<file path="config.mk">
export PLATFORM = sky130hd
export DESIGN_NAME = fetch_unit
export DESIGN_NICKNAME = d
export VERILOG_FILES = /design/src/rtl/fetch_pkg.sv /design/src/rtl/fetch_queue.sv /design/src/rtl/fetch_unit.sv
export SDC_FILE = /design/constraint.sdc
export NUM_CORES = 1
export LEC_CHECK = 0
export CORE_MARGIN = 1.5
export CORE_UTILIZATION = 40
export CTS_BUF_LIST = sky130_fd_sc_hd__clkbuf_8
export CTS_CLUSTER_DIAMETER = 150
export DETAILED_ROUTE_END_ITERATION = 12
export GPL_TIMING_DRIVEN = 0
export PLACE_DENSITY = 0.74
export SETUP_SLACK_MARGIN = 0.5
export SLEW_MARGIN = 20
export SYNTH_ARGS = -nofsm -noshare
export SYNTH_HDL_FRONTEND = slang
export SYNTH_SLANG_ARGS = --single-unit
</file>
<file path="constraint.sdc">
create_clock -name clk -period 6.6 [get_ports clk]
set_input_delay 0.66 -clock clk [delete_from_list [all_inputs] [get_ports clk]]
set_output_delay 0.66 -clock clk [all_outputs]
set_load 0.1 [all_outputs]
</file>
<file path="src/rtl/fetch_pkg.sv">
// rtl/fetch_pkg.sv - shared constants and entry type for the instruction fetch stage
package fetch_pkg;
  localparam logic [31:0] NOP_INST     = 32'h0000_0013;
  localparam logic [31:0] DEF_RESET_PC = 32'h0000_0000;

  typedef struct packed {
    logic [31:0] pc;
    logic [31:0] inst;
  } fetch_entry_t;
endpackage

</file>
<file path="src/rtl/fetch_queue.sv">
// rtl/fetch_queue.sv - circular FIFO with synchronous flush, used for fetched entries and in-flight PCs
module fetch_queue
  import fetch_pkg::*;
#(
  parameter type T     = fetch_entry_t,
  parameter int  DEPTH = 2,
  parameter int  CW    = $clog2(DEPTH + 1)
) (
  input  logic          clk,
  input  logic          rst,
  input  logic          i_push,
  input  T              i_data,
  input  logic          i_pop,
  input  logic          i_flush,
  output logic [CW-1:0] o_count,
  output T              o_head
);
  localparam int PW = (DEPTH > 1) ? $clog2(DEPTH) : 1;

  T              r_mem [DEPTH];
  logic [PW-1:0] r_rd;
  logic [PW-1:0] r_wr;
  logic [CW-1:0] r_count;
  logic          w_push;
  logic          w_pop;

  function automatic logic [PW-1:0] next_ptr(input logic [PW-1:0] p);
    return (p == PW'(DEPTH - 1)) ? '0 : p + PW'(1);
  endfunction

  assign w_push = i_push & (r_count != CW'(DEPTH));
  assign w_pop  = i_pop & (r_count != '0);

  always_ff @(posedge clk or posedge rst) begin
    if (rst) begin
      r_rd    <= '0;
      r_wr    <= '0;
      r_count <= '0;
    end else if (i_flush) begin
      r_rd    <= '0;
      r_wr    <= '0;
      r_count <= '0;
    end else begin
      if (w_push) r_wr <= next_ptr(r_wr);
      if (w_pop)  r_rd <= next_ptr(r_rd);
      r_count <= r_count + CW'(w_push) - CW'(w_pop);
    end
  end

  always_ff @(posedge clk) begin
    if (w_push && !i_flush) r_mem[r_wr] <= i_data;
  end

  assign o_count = r_count;
  assign o_head  = r_mem[r_rd];
endmodule

</file>
<file path="src/rtl/fetch_unit.sv">
// rtl/fetch_unit.sv - decoupled fetch stage: credit-based imem requests, prefetch queue, redirect flush
module fetch_unit
  import fetch_pkg::*;
#(
  parameter int                    ADDR_WIDTH = 32,
  parameter int                    DATA_WIDTH = 32,
  parameter int                    DEPTH      = 2,
  parameter logic [ADDR_WIDTH-1:0] RESET_PC   = ADDR_WIDTH'(DEF_RESET_PC)
) (
  input  logic                  clk,
  input  logic                  reset,
  input  logic                  redirect_i,
  input  logic [ADDR_WIDTH-1:0] redirect_pc_i,
  input  logic                  stall_i,
  output logic                  imem_req_o,
  output logic [ADDR_WIDTH-1:0] imem_addr_o,
  input  logic                  imem_gnt_i,
  input  logic                  imem_rvalid_i,
  input  logic [DATA_WIDTH-1:0] imem_rdata_i,
  output logic                  inst_valid_o,
  output logic [DATA_WIDTH-1:0] inst_o,
  output logic [ADDR_WIDTH-1:0] pc_o
);
  localparam int CW = $clog2(DEPTH + 1);

  typedef struct packed {
    logic [ADDR_WIDTH-1:0] pc;
    logic [DATA_WIDTH-1:0] inst;
  } entry_t;

  logic [ADDR_WIDTH-1:0] r_fetch_pc;
  logic [CW-1:0]         r_outstanding;
  logic [CW-1:0]         r_drop_cnt;

  logic [CW-1:0]         w_occ;
  logic [CW-1:0]         w_pcq_count;
  logic [CW:0]           w_used;
  logic [CW:0]           w_limit;
  logic [ADDR_WIDTH-1:0] w_resp_pc;
  logic [ADDR_WIDTH-1:0] w_target;
  entry_t                w_head;
  logic                  w_pop;
  logic                  w_req;
  logic                  w_grant;
  logic                  w_resp;
  logic                  w_accept;

  assign inst_valid_o = (w_occ != '0);
  assign w_pop    = inst_valid_o & ~stall_i & ~redirect_i;
  // credit > 0  <=>  occupancy + outstanding < DEPTH + pop
  assign w_used   = {1'b0, w_occ} + {1'b0, r_outstanding};
  assign w_limit  = (CW + 1)'(DEPTH) + (CW + 1)'(w_pop);
  assign w_req    = (w_used < w_limit) & ~redirect_i & ~reset;
  assign w_grant  = w_req & imem_gnt_i;
  assign w_resp   = imem_rvalid_i & (r_outstanding != '0);
  assign w_accept = w_resp & (r_drop_cnt == '0) & ~redirect_i;
  assign w_target = redirect_pc_i & ~ADDR_WIDTH'(3);

  fetch_queue #(.T(entry_t), .DEPTH(DEPTH)) u_inst_q (
    .clk     (clk),
    .rst     (reset),
    .i_push  (w_accept),
    .i_data  ({w_resp_pc, imem_rdata_i}),
    .i_pop   (w_pop),
    .i_flush (redirect_i),
    .o_count (w_occ),
    .o_head  (w_head)
  );

  // Dropped stale responses must not consume PCs of post-redirect requests.
  fetch_queue #(.T(logic [ADDR_WIDTH-1:0]), .DEPTH(DEPTH)) u_pc_q (
    .clk     (clk),
    .rst     (reset),
    .i_push  (w_grant),
    .i_data  (r_fetch_pc),
    .i_pop   (w_resp & (r_drop_cnt == '0)),
    .i_flush (redirect_i),
    .o_count (w_pcq_count),
    .o_head  (w_resp_pc)
  );

  always_ff @(posedge clk or posedge reset) begin
    if (reset) begin
      r_fetch_pc    <= RESET_PC;
      r_outstanding <= '0;
      r_drop_cnt    <= '0;
    end else begin
      r_outstanding <= r_outstanding + CW'(w_grant) - CW'(w_resp);
      if (redirect_i) begin
        r_fetch_pc <= w_target;
        r_drop_cnt <= r_outstanding - CW'(w_resp);
      end else begin
        if (w_grant) r_fetch_pc <= r_fetch_pc + ADDR_WIDTH'(4);
        if (w_resp && r_drop_cnt != '0) r_drop_cnt <= r_drop_cnt - CW'(1);
      end
    end
  end

  assign imem_req_o  = w_req;
  assign imem_addr_o = r_fetch_pc;
  assign inst_o      = inst_valid_o ? w_head.inst : DATA_WIDTH'(NOP_INST);
  assign pc_o        = inst_valid_o ? w_head.pc : '0;

  always @(posedge clk) begin
    if (!reset) begin
      assert (r_outstanding <= CW'(DEPTH));
      assert (w_used <= (CW + 1)'(DEPTH));
      assert (!(imem_rvalid_i && r_outstanding == '0));
      assert (w_pcq_count <= r_outstanding);
    end
  end
endmodule
</file>
==> summary.txt <==
Status
  – Status: finished, final reports clean

Detailed routing
  – Avg Vias per Cell: 4.98
  – ANT nets after route: 0
  – Final WL: 21300 um
  – Number of remaining DRC errors: 0
  – 1st-pass router iterations: 5
  – Routed vias: 5975
  – Mean routed wirelength per cell: 17.8 um
  – Iter 0 DRT Violations: 372

STA
  – Worst slew pin tran: 1.09 ns
  – Hold_ws: 0.397 ns
  – Final setup vio count: 0
  – Post-route clock skew: 0.0329 ns
  – Hold Vio Cnt, Final: 0
  – Final worst slack: 2.31 ns
  – Slew HR: 0.271
  – Final-report max-slew violation count: 0
  – Final critical-path share of the clock period: 0.650
  – RSZ-0062 raised after global routing: false
  – Fmax achieved: 233 MHz
  – Tmin final: 4.29 ns

Clock network
  – # resized after CTS: 0
  – Clock Sinks: 226
  – Clock Latency Late Sink: 0.53 ns
  – Total CTS buffers: 38
  – Clock root cell: clkbuf_8
  – Hold Buf Count CTS: 0
  – H-tree depth: 2
  – Clk buf depth: 3
  – CTS tree: done
  – Post-CTS setup buffer count: 0
  – Clock Pin Slew Worst Setup and Hold Paths: 0.06 ns

Hold path
  – Worst min path class: input pin to async pin

Power and ir drop
  – Pwr Density: 379 nW/um^2
  – Proportion of power drawn by combinational gates: 0.359
  – Pint: 2780 uW
  – Switching pwr: 1870 uW
  – Clock power share: 0.259
  – Switching part of the total: 0.403
  – Reg power frac: 0.382
  – Worst VDD drop: 198 uV
  – Total power: 4650 uW
  – Leakage power: 0.00425 uW

Logic synthesis
  – Netlist cell types: 47
  – Seq cells post-synth: 226
  – Main flop type after synthesis: edfxtp_1
  – Post-synth EDFFs: 184
  – Sequential area share after synthesis: 0.701
  – Synth Cell Area: 9380 sq um
  – Syn_area_per_cell: 14.4 sq um
  – Ys async rst share: 0.186
  – Ys Warns: 0
  – Post-Syn Instances: 650

Critical path
  – FF-to-FF Start: r_outstanding[0]$_DFF_PP0_
  – Worst Setup Path Type: register to output port
  – Worst Path Arrival: 3.63 ns
  – Critical Path RT: 5.94 ns
  – Critical path origin: u_inst_q.o_count[1]$_DFF_PP0_
  – Crit start category: register
  – Max FO, Critical Path: 10
  – Setup crit end kind: output port

Floorplanning
  – Site Rows: 55
  – IO Pins: 168
  – Initial Util: 0.410
  – Die area: 24400 sq um
  – Core Area: 22800 sq um
  – Die Height: 156 um
  – Die Width: 156 um

Finish
  – Nets: 941
  – Most frequent cells in the layout: edfxtp_1, clkdlybuf4s50_1, nor2_1, mux2i_1, dfrtp_1
  – Commonest non-fill, non-tap cell in the layout: edfxtp_1
  – Multi-input logic area: 2630 sq um
  – Antenna diodes: 0
  – Fraction of layout cells with a size suffix above 1: 0.115
  – Area growth syn-to-layout: 31.0%
  – Design area: 12300 sq um
  – Reg area: 6580 sq um
  – Layout fillers: 1919

Placed design
  – DP Area: 11600 sq um
  – Pre-CTS setup slack: 2.70 ns
  – Final Wtd Congestion: 0.875
  – Dpl hpwl: 14700 um
  – Port Buf Inserts: 161

GRT
  – Largest net degree at the start of global routing: 45
  – Vias in the first global route: 5973
  – Initial antenna violation count: 0
  – First-pass GRT wire length: 32400 um
  – Gr usage total: 0.175
  – Grt total ovfl: 0

Job
  – MaxCap Viol Count: 0
## cell families after synthesis
group,count (synthesis),synth area share
other,1,0.000400
DFF,226,0.701
xor gates and xnor gates,23,0.0215
and+or+nand+nor,194,0.0998
muxes,95,0.106
AOI/OAI and AO/OA,50,0.0338
adders and majority gates,11,0.0155
buffers and inverters,50,0.0220
## power groups by stage
stage / Clock, uW / Combinational [uW] / Sequential, uW
after global placement: 0 / 1640 / 1810
final: 1210 / 1670 / 1780
after floorplan: 0 / 1090 / 1940
after global routing: 1300 / 1750 / 1790
after detailed placement: 0 / 1680 / 1800
after CTS: 1240 / 1680 / 1780
## flip-flops by register name, summed over array words and instances, names as in the netlist
| name | count |
|---|---|
| u_inst_q.r_mem | 124 |
| u_pc_q.o_count | 2 |
| u_inst_q.r_wr | 1 |
| r_drop_cnt | 2 |
| u_inst_q.o_count | 2 |
| imem_addr_o | 30 |
| u_pc_q.r_rd | 1 |
| u_pc_q.r_wr | 1 |
| u_pc_q.r_mem | 60 |
| u_inst_q.r_rd | 1 |
| r_outstanding | 2 |
## through the flow
stage,utilization,cells,setup TNS [ns]
finish,0.538,1200,0
global route,0.538,1200,0
CTS,0.538,1200,0
detailed placement,0.506,1133,0
global placement,0.499,1127,-18.06
floorplan,-,653,0
## layout make-up
type                            instances  share of cell area
Sequential cell                       226               0.535
Tap cell                              313              0.0319
Inverter                               18             0.00550
Timing Repair Buffer                  167               0.143
Buffer                                 32              0.0113
Clock inverter                         28              0.0159
Multi-Input combinational cell        377               0.214
Clock buffer                           39              0.0437
## worst paths after layout
check	cells after the start	slack, ns	endpoint
max in group asynchronous	3	5.75	u_inst_q.o_count[1]$_DFF_PP0_
worst max register to register	10	3.21	u_pc_q.r_mem[1][16]$_DFFE_PP_
worst min register to register	1	0.55	u_inst_q.r_mem[0][52]$_DFFE_PP_
min in group clk	1	0.55	u_inst_q.r_mem[0][52]$_DFFE_PP_
worst max-delay path	5	2.31	pc_o[31]
worst min-delay path	2	0.40	imem_addr_o[20]$_DFFE_PP0P_
## Yosys cell counts, types with 2 or more instances
library cell,instances,area (sq um)
a21oi_1,5,25.0
a221o_1,2,20.0
a22oi_1,5,37.5
and2_1,7,43.8
and3_1,7,43.8
and4_1,3,26.3
buf_1,7,26.3
buf_2,3,15.0
buf_4,4,30.0
clkbuf_1,18,67.6
dfrtp_1,42,1050
edfxtp_1,184,5530
ha_1,10,125
inv_1,17,63.8
mux2_2,31,349
mux2i_1,64,641
nand2_1,41,154
nand3_1,21,105
nand4_1,13,81.3
nand4b_1,2,17.5
nor2_1,71,267
nor2b_1,4,25.0
nor3_1,6,30.0
nor4_1,4,25.0
o211ai_1,5,37.5
o21ai_0,21,105
o21ai_1,2,10.0
o311ai_0,3,26.3
or3_1,8,50.1
or4_1,2,15.0
xnor2_1,12,105
xor2_1,11,96.3
## routing by layer
metal	part of all wire	GRT usage	vias up
met2	0.48	0.291	239
met3	0.073	0.0447	51
met1	0.42	0.220	2857
met5	0	0	-
li1	-	-	2828
met4	0.027	0.0662	0
## worst max-delay path, cell delays in order, from the launching register on
cell	delay (ns)
dfrtp_1	0.45
nor2_1	0.17
clkbuf_1	0.70
clkbuf_1	0.62
nor2_1	0.17
clkdlybuf4s50_1	1.01
Power figures use the tool's default switching activity.
